<file path="src/rtl/pcie_tx_arbiter_if.sv">
// Bundle of per-source TLP streams plus the single arbitrated PCIe TX stream.
// The master modport is the arbiter; the slave modport is the surrounding logic.
interface pcie_tx_arbiter_if #(
  parameter int C_DATA_WIDTH = 64,
  parameter int NSRC         = 3
);
  localparam int KEEP_WIDTH = C_DATA_WIDTH / 8;

  logic [NSRC-1:0]              i_src_tvalid;
  logic [NSRC*C_DATA_WIDTH-1:0] i_src_tdata;
  logic [NSRC*KEEP_WIDTH-1:0]   i_src_tkeep;
  logic [NSRC-1:0]              i_src_tlast;
  logic [NSRC-1:0]              o_src_tready;
  logic                         i_tx_tready;
  logic [C_DATA_WIDTH-1:0]      o_tx_tdata;
  logic [KEEP_WIDTH-1:0]        o_tx_tkeep;
  logic                         o_tx_tlast;
  logic                         o_tx_tvalid;
  logic                         o_tx_src_dsc;
  logic                         o_busy;
  logic [NSRC-1:0]              o_grant;

  modport master (
    input  i_src_tvalid, i_src_tdata, i_src_tkeep, i_src_tlast, i_tx_tready,
    output o_src_tready, o_tx_tdata, o_tx_tkeep, o_tx_tlast, o_tx_tvalid,
           o_tx_src_dsc, o_busy, o_grant
  );

  modport slave (
    output i_src_tvalid, i_src_tdata, i_src_tkeep, i_src_tlast, i_tx_tready,
    input  o_src_tready, o_tx_tdata, o_tx_tkeep, o_tx_tlast, o_tx_tvalid,
           o_tx_src_dsc, o_busy, o_grant
  );
endinterface

</file>
<file path="src/rtl/pcie_tx_arbiter.sv">
// Packet-level round-robin arbiter sharing the PCIe TX AXI-stream between NSRC TLP sources.
// Optional mid-packet starvation watchdog (abort + drain) enabled by macro PCIE_TXARB_WDOG_EN.
module pcie_tx_arbiter #(
  parameter int C_DATA_WIDTH = 64,
  parameter int KEEP_WIDTH   = C_DATA_WIDTH / 8,
  parameter int NSRC         = 3,
  parameter int WDOG_LIMIT   = 255
) (
  input  logic              i_clk,
  input  logic              i_nrst,
  pcie_tx_arbiter_if.master io_bus
);

  localparam int IW = $clog2(NSRC);

  if (NSRC < 2 || NSRC > 4 || WDOG_LIMIT < 1 || WDOG_LIMIT > 255 ||
      KEEP_WIDTH != C_DATA_WIDTH / 8) begin : g_bad_param
    $error("pcie_tx_arbiter: unsupported parameter combination");
  end

`ifdef PCIE_TXARB_WDOG_EN
  typedef enum logic [1:0] {S_IDLE, S_BUSY, S_ABORT, S_DRAIN} state_t;
`else
  typedef enum logic {S_IDLE, S_BUSY} state_t;
`endif

  state_t                  r_state, w_state_nxt;
  logic [NSRC-1:0]         r_grant, w_grant_nxt;
  logic [IW-1:0]           r_gidx, w_gidx_nxt;
  logic [IW-1:0]           r_rr, w_rr_nxt;
  logic [IW-1:0]           w_pick;
  logic                    w_any;
  logic                    w_sel_valid;
  logic                    w_sel_last;
  logic                    w_accept;
  logic [C_DATA_WIDTH-1:0] w_data_arr [NSRC];
  logic [KEEP_WIDTH-1:0]   w_keep_arr [NSRC];

  function automatic logic [IW-1:0] f_wrap_add(input logic [IW-1:0] a, input int b);
    int s;
    s = int'(a) + b;
    if (s >= NSRC) s = s - NSRC;
    return IW'(s);
  endfunction

  for (genvar k = 0; k < NSRC; k++) begin : g_unpack
    assign w_data_arr[k] = io_bus.i_src_tdata[k*C_DATA_WIDTH +: C_DATA_WIDTH];
    assign w_keep_arr[k] = io_bus.i_src_tkeep[k*KEEP_WIDTH +: KEEP_WIDTH];
  end

  assign w_sel_valid = io_bus.i_src_tvalid[r_gidx];
  assign w_sel_last  = io_bus.i_src_tlast[r_gidx];
  assign w_accept    = w_sel_valid & io_bus.i_tx_tready;

  // Scan downward so the lowest offset from r_rr is the one that sticks.
  always_comb begin
    w_any  = 1'b0;
    w_pick = r_rr;
    for (int i = NSRC - 1; i >= 0; i--) begin
      if (io_bus.i_src_tvalid[f_wrap_add(r_rr, i)]) begin
        w_any  = 1'b1;
        w_pick = f_wrap_add(r_rr, i);
      end
    end
  end

`ifdef PCIE_TXARB_WDOG_EN
  logic [7:0] r_wdog;

  always_ff @(posedge i_clk or negedge i_nrst) begin
    if (!i_nrst) begin
      r_wdog <= '0;
    end else if (r_state != S_BUSY || w_accept) begin
      r_wdog <= '0;
    end else if (!w_sel_valid && io_bus.i_tx_tready && r_wdog != 8'hFF) begin
      r_wdog <= r_wdog + 8'd1;
    end
  end
`endif

  always_ff @(posedge i_clk or negedge i_nrst) begin
    if (!i_nrst) begin
      r_state <= S_IDLE;
      r_grant <= '0;
      r_gidx  <= '0;
      r_rr    <= '0;
    end else begin
      r_state <= w_state_nxt;
      r_grant <= w_grant_nxt;
      r_gidx  <= w_gidx_nxt;
      r_rr    <= w_rr_nxt;
    end
  end

  always_comb begin
    w_state_nxt         = r_state;
    w_grant_nxt         = r_grant;
    w_gidx_nxt          = r_gidx;
    w_rr_nxt            = r_rr;
    io_bus.o_src_tready = '0;
    io_bus.o_tx_tdata   = '0;
    io_bus.o_tx_tkeep   = '0;
    io_bus.o_tx_tlast   = 1'b0;
    io_bus.o_tx_tvalid  = 1'b0;
    io_bus.o_tx_src_dsc = 1'b0;
    io_bus.o_busy       = 1'b0;
    io_bus.o_grant      = '0;

    case (r_state)
      S_IDLE: begin
        if (w_any) begin
          w_state_nxt = S_BUSY;
          w_gidx_nxt  = w_pick;
          w_grant_nxt = NSRC'(1) << w_pick;
        end
      end

      S_BUSY: begin
        io_bus.o_tx_tdata   = w_data_arr[r_gidx];
        io_bus.o_tx_tkeep   = w_keep_arr[r_gidx];
        io_bus.o_tx_tlast   = w_sel_last;
        io_bus.o_tx_tvalid  = w_sel_valid;
        io_bus.o_src_tready = r_grant & {NSRC{io_bus.i_tx_tready}};
        io_bus.o_busy       = 1'b1;
        io_bus.o_grant      = r_grant;
        if (w_accept && w_sel_last) begin
          w_state_nxt = S_IDLE;
          w_grant_nxt = '0;
          w_rr_nxt    = f_wrap_add(r_gidx, 1);
        end
`ifdef PCIE_TXARB_WDOG_EN
        else if (!w_accept && int'(r_wdog) >= WDOG_LIMIT) begin
          w_state_nxt = S_ABORT;
        end
`endif
      end

`ifdef PCIE_TXARB_WDOG_EN
      // Synthetic discontinue beat closes the TLP downstream before the source is flushed.
      S_ABORT: begin
        io_bus.o_tx_tvalid  = 1'b1;
        io_bus.o_tx_tlast   = 1'b1;
        io_bus.o_tx_src_dsc = 1'b1;
        io_bus.o_busy       = 1'b1;
        io_bus.o_grant      = r_grant;
        if (io_bus.i_tx_tready) w_state_nxt = S_DRAIN;
      end

      S_DRAIN: begin
        io_bus.o_src_tready = r_grant;
        io_bus.o_busy       = 1'b1;
        io_bus.o_grant      = r_grant;
        if (w_sel_valid && w_sel_last) begin
          w_state_nxt = S_IDLE;
          w_grant_nxt = '0;
          w_rr_nxt    = f_wrap_add(r_gidx, 1);
        end
      end
`endif

      default: begin
        w_state_nxt = S_IDLE;
        w_grant_nxt = '0;
      end
    endcase
  end

endmodule
</file>
<file path="src/flat_wrapper.sv">
// flat-port wrapper written by rule: the top's interface ports become plain ports
module pcie_tx_arbiter_flat 
#(
  parameter int C_DATA_WIDTH = 64,
  parameter int KEEP_WIDTH   = C_DATA_WIDTH / 8,
  parameter int NSRC         = 3,
  parameter int WDOG_LIMIT   = 255
)
  (i_clk, i_nrst, io_bus_i_src_tvalid, io_bus_i_src_tdata, io_bus_i_src_tkeep, io_bus_i_src_tlast, io_bus_i_tx_tready, io_bus_o_src_tready, io_bus_o_tx_tdata, io_bus_o_tx_tkeep, io_bus_o_tx_tlast, io_bus_o_tx_tvalid, io_bus_o_tx_src_dsc, io_bus_o_busy, io_bus_o_grant);
  pcie_tx_arbiter_if #(.C_DATA_WIDTH(C_DATA_WIDTH), .NSRC(NSRC)) io_bus_i ();
  input  logic i_clk;
  input  logic i_nrst;
  input wire logic [$bits(io_bus_i.i_src_tvalid)-1:0] io_bus_i_src_tvalid;
  input wire logic [$bits(io_bus_i.i_src_tdata)-1:0] io_bus_i_src_tdata;
  input wire logic [$bits(io_bus_i.i_src_tkeep)-1:0] io_bus_i_src_tkeep;
  input wire logic [$bits(io_bus_i.i_src_tlast)-1:0] io_bus_i_src_tlast;
  input wire logic [$bits(io_bus_i.i_tx_tready)-1:0] io_bus_i_tx_tready;
  output wire logic [$bits(io_bus_i.o_src_tready)-1:0] io_bus_o_src_tready;
  output wire logic [$bits(io_bus_i.o_tx_tdata)-1:0] io_bus_o_tx_tdata;
  output wire logic [$bits(io_bus_i.o_tx_tkeep)-1:0] io_bus_o_tx_tkeep;
  output wire logic [$bits(io_bus_i.o_tx_tlast)-1:0] io_bus_o_tx_tlast;
  output wire logic [$bits(io_bus_i.o_tx_tvalid)-1:0] io_bus_o_tx_tvalid;
  output wire logic [$bits(io_bus_i.o_tx_src_dsc)-1:0] io_bus_o_tx_src_dsc;
  output wire logic [$bits(io_bus_i.o_busy)-1:0] io_bus_o_busy;
  output wire logic [$bits(io_bus_i.o_grant)-1:0] io_bus_o_grant;
  assign io_bus_i.i_src_tvalid = io_bus_i_src_tvalid;
  assign io_bus_i.i_src_tdata = io_bus_i_src_tdata;
  assign io_bus_i.i_src_tkeep = io_bus_i_src_tkeep;
  assign io_bus_i.i_src_tlast = io_bus_i_src_tlast;
  assign io_bus_i.i_tx_tready = io_bus_i_tx_tready;
  assign io_bus_o_src_tready = io_bus_i.o_src_tready;
  assign io_bus_o_tx_tdata = io_bus_i.o_tx_tdata;
  assign io_bus_o_tx_tkeep = io_bus_i.o_tx_tkeep;
  assign io_bus_o_tx_tlast = io_bus_i.o_tx_tlast;
  assign io_bus_o_tx_tvalid = io_bus_i.o_tx_tvalid;
  assign io_bus_o_tx_src_dsc = io_bus_i.o_tx_src_dsc;
  assign io_bus_o_busy = io_bus_i.o_busy;
  assign io_bus_o_grant = io_bus_i.o_grant;
  pcie_tx_arbiter #(.C_DATA_WIDTH(C_DATA_WIDTH), .KEEP_WIDTH(KEEP_WIDTH), .NSRC(NSRC), .WDOG_LIMIT(WDOG_LIMIT)) u_core (.i_clk(i_clk), .i_nrst(i_nrst), .io_bus(io_bus_i));
endmodule
</file>
<file path="config.mk">
export PLATFORM = sky130hd
export DESIGN_NAME = pcie_tx_arbiter_flat
export DESIGN_NICKNAME = d
export VERILOG_FILES = /design/src/rtl/pcie_tx_arbiter_if.sv /design/src/rtl/pcie_tx_arbiter.sv /design/src/flat_wrapper.sv
export SDC_FILE = /design/constraint.sdc
export NUM_CORES = 1
export LEC_CHECK = 0
export BUFFER_PORTS_ARGS = -buffer_cell sky130_fd_sc_hd__buf_2
export CAP_MARGIN = 10
export CORE_AREA = 3 3 117 119
export DETAILED_ROUTE_END_ITERATION = 8
export DIE_AREA = 0 0 120 122
export PLACE_DENSITY_LB_ADDON = 0.2
export SETUP_SLACK_MARGIN = 0.15
export SKIP_LAST_GASP = 1
export SLEW_MARGIN = 30
export SYNTH_ARGS = -nofsm -noshare
export SYNTH_HDL_FRONTEND = slang
export SYNTH_SLANG_ARGS = --single-unit
</file>
<file path="constraint.sdc">
create_clock -name i_clk -period 2.3 [get_ports i_clk]
set_input_delay 0.23 -clock i_clk [delete_from_list [all_inputs] [get_ports i_clk]]
set_output_delay 0.23 -clock i_clk [all_outputs]
set_load 0.02 [all_outputs]
</file>
==> flow_metrics.py <==
metrics = {
    "detailed_routing": {
        "avgViaCountPerCell": 4.43,
        "routed_wl_um": 12100,
        "drc": 0,
        "drt.antenna.violating_nets": 0,
        "num_vias": 3779,
        "drt_pass1_iterations": 4,
        "detail_route.iter0.violations": 195,
        "route.detailed.wl_per_inst_um": 14.2,
    },
    "yosys": {
        "synth_top_family_by_area": "multiplexers",
        "area_fraction_in_compound_gates_after_synthesis_pct": 19.7,
        "synth_simple_gate_area_share_pct": 28.8,
        "synth_area_sq_mm": 0.00252,
        "synthesis_stage_register_bit_count": 8,
        "synthXorXnorAreaFrac_pct": 0,
        "synth_edf_count": 0,
        "yosys.area_share.adder_pct": 1.99,
        "ys_warn_count": 0,
        "synthFlopType": "sky130_fd_sc_hd__dfrtp_1",
        "netlist_instances": 401,
        "synth.mux.area_fraction_pct": 32.9,
        "synthesis.area_per_instance_sq_um": 6.28,
        "post_synth_num_cell_types": 34,
        "yosysSeqAreaShare_pct": 7.94,
        "syn-num-nets": 630,
        "async_reset_ff_share_pct": 100,
    },
    "final_layout": {
        "antenna_diode_instance_count": 0,
        "area_delta_synth_final_pct": 70.1,
        "drive_above_1_share_pct": 48.6,
        "layout.cells.most_common": "sky130_fd_sc_hd__buf_2",
        "total_nets_final": 911,
        "final_cell_mix": "305 x sky130_fd_sc_hd__buf_2, 145 x sky130_fd_sc_hd__nor2_1, 79 x sky130_fd_sc_hd__mux2i_1",
    },
    "timing": {
        "finalClockSkew_ns": 0.00405,
        "final.setup.tns_ns": 0,
        "fmaxAchievable_mhz": 505,
        "period_needed_ns": 1.98,
        "grt_setup_unrepaired": "no",
        "report.final.hold_viol_count": 0,
        "setup_viol": 0,
        "finalCritPeriodShare_pct": 86.1,
        "drv_slew": 0,
    },
    "worst_setup_path": {
        "worst_r2r_path_depth": 7,
        "timing.critical_path.to_type": "output port",
        "worst_r2r_startpoint": "u_core.r_rr[1]$_DFFE_PN0P_",
        "timing.critical_path.arrival_ns": 1.75,
        "reg2reg_to": "u_core.r_gidx[0]$_DFFE_PN0P_",
        "rrSetupSlack_ns": 0.34,
        "required_ns": 2.07,
        "timing.critical_path.fanout_max": 39,
        "start_kind": "register",
        "timing.setup.critical_path_class": "reg2out",
    },
    "placed_design": {
        "hpwlAfterDp_um": 9990,
        "portBuffers": 305,
        "gp_routability_congestion": 0.797,
    },
    "global_routing": {
        "grt_antenna_before_repair": 0,
        "global_route_wire_length_before_repair_um": 18100,
        "all_layer_gr_usage_pct": 14.9,
        "grt_max_degree": 75,
        "first_global_vias": 3862,
        "grt-ovfl-total": 0,
    },
    "clock_tree": {
        "cts_root_buffer": "sky130_fd_sc_hd__clkbuf_16",
        "cts-buffers-inserted": 3,
        "clock_insertion_delay_worst_skew_ns": 0.24,
        "cts.sink_count": 8,
        "clockBufferDepth": 2,
        "post-cts-setup-buffer-count": 0,
        "htree_levels": 1,
        "tritoncts": "yes",
        "clk_pin_slew_ns": 0.04,
    },
    "floorplan": {
        "core_area_sq_mm": 0.0127,
        "die_width_um": 120,
        "floorplan.die.height_um": 122,
        "io-pin-count": 307,
        "floorplan.rows": 41,
        "dieArea_sq_mm": 0.0146,
        "floorplan.initialDensity_pct": 19.9,
    },
    "status": {
        "outcome": "complete, no violations",
    },
    "power_and_ir_drop": {
        "max-vdd-ir-drop_mv": 0.698,
        "totalPowerFinal_w": 0.00573,
        "powerDensity_mw_per_mm2": 1340,
        "total_leakage_power_nw": 2.39,
    },
    "worst_hold_path": {
        "worst_hold_path_type": "in2async",
    },
    "flow_run": {
        "max-cap-violations": 0,
    },
}
-- final cells by class --
type	count	area (sq um)
Timing Repair Buffer	313	1640
Sequential cell	8	205
Tap cell	172	215
Inverter	5	18.8
Fill cell	1431	8380
Multi-Input combinational cell	351	2130
Clock buffer	4	78.8
-- per-layer routing --
metal  GRT usage (%)  vias to the layer above  part of all wire (%)
met3            2.65                       19                   7.3
met5               0                        -                     0
met4            4.72                        0                   2.1
met2            28.7                      177                    53
met1            16.5                     1664                    37
li1                -                     1919                     -
-- how the worst max path moves through the flow --
stage / slack (ns) / from / endpoint / depth (start not counted)
6_report: 0.32 / u_core.r_gidx[0]$_DFFE_PN0P_ / io_bus_o_tx_tdata[0] / 6
5_1_grt: 0.17 / u_core.r_rr[0]$_DFFE_PN0P_ / u_core.r_grant[0]$_DFFE_PN0P_ / 8
4_1_cts: 0.22 / u_core.r_rr[0]$_DFFE_PN0P_ / u_core.r_gidx[0]$_DFFE_PN0P_ / 7
3_5_place_dp: 0.24 / u_core.r_rr[0]$_DFFE_PN0P_ / u_core.r_gidx[0]$_DFFE_PN0P_ / 7
3_3_place_gp: 0.27 / u_core.r_rr[0]$_DFFE_PN0P_ / u_core.r_gidx[0]$_DFFE_PN0P_ / 7
2_1_floorplan: 0.41 / u_core.r_rr[0]$_DFFE_PN0P_ / u_core.r_grant[1]$_DFFE_PN0P_ / 9
-- power breakdown --
group | total, W | switching [W] | leakage [nW] | internal (W)
registers | 0.000288 | 0.0000832 | 0.0964 | 0.000204
clock network | 0.000308 | 0.0000767 | 0.0382 | 0.000232
logic | 0.00513 | 0.00324 | 2.26 | 0.00189
total | 0.00573 | 0.00340 | 2.39 | 0.00233
-- synth_stat cells, types with 3 or more instances --
| master | instances | area [sq um] |
|---|---|---|
| sky130_fd_sc_hd__buf_2 | 4 | 20.0 |
| sky130_fd_sc_hd__nand2_1 | 9 | 33.8 |
| sky130_fd_sc_hd__a21oi_1 | 75 | 375 |
| sky130_fd_sc_hd__nor2b_1 | 3 | 18.8 |
| sky130_fd_sc_hd__and2_1 | 4 | 25.0 |
| sky130_fd_sc_hd__and3_1 | 3 | 18.8 |
| sky130_fd_sc_hd__nor2_1 | 145 | 544 |
| sky130_fd_sc_hd__dfrtp_1 | 8 | 200 |
| sky130_fd_sc_hd__ha_1 | 4 | 50.1 |
| sky130_fd_sc_hd__inv_1 | 3 | 11.3 |
| sky130_fd_sc_hd__buf_4 | 8 | 60.1 |
| sky130_fd_sc_hd__buf_6 | 3 | 33.8 |
| sky130_fd_sc_hd__o21ai_2 | 3 | 26.3 |
| sky130_fd_sc_hd__clkbuf_1 | 22 | 82.6 |
| sky130_fd_sc_hd__mux2i_1 | 79 | 791 |
| sky130_fd_sc_hd__o22ai_1 | 3 | 18.8 |
-- flip-flops by register name, summed over array words and instances, names as in the netlist --
| signal | cells |
|---|---|
| u_core.r_grant | 3 |
| u_core.r_state | 1 |
| u_core.r_gidx | 2 |
| u_core.r_rr | 2 |
-- through the flow --
stage | std cells | worst slack (ns) | utilization (%) | hold slack (ns) | instance area (sq um)
global route | 853 | 0.169 | 33.8 | 0.403 | 4290
global placement | 848 | 0.271 | 33.0 | 0.0839 | 4180
CTS | 853 | 0.215 | 33.7 | 0.364 | 4270
floorplan | 401 | 0.407 | - | -0.0656 | 2520
finish | 853 | 0.320 | 33.8 | 0.365 | 4290
detailed placement | 848 | 0.237 | 33.0 | 0.0860 | 4180
-- repair_timing --
| item | in CTS | in global routing |
|---|---|---|
| endpoints found under the setup margin | 0 | 4 |
| hold buffers | 1 | 0 |
| resized for setup | 0 | 4 |
| endpoints found under the hold margin | 8 | 0 |
-- critical path, cell delays in order (launching register included) --
cell	delay, ns
sky130_fd_sc_hd__dfrtp_4	0.46
sky130_fd_sc_hd__buf_12	0.27
sky130_fd_sc_hd__mux2i_1	0.32
sky130_fd_sc_hd__nor2_1	0.08
sky130_fd_sc_hd__a21oi_1	0.13
sky130_fd_sc_hd__nor2_1	0.05
sky130_fd_sc_hd__buf_2	0.17
-- logic make-up after synthesis --
| logic type | Yosys count |
|---|---|
| DFF | 8 |
| and+or+nand+nor | 172 |
| other | 1 |
| adders and majority gates | 4 |
| muxes | 82 |
| AOI/OAI and AO/OA | 92 |
| buffers and inverters | 42 |
Power figures use the tool's default switching activity.
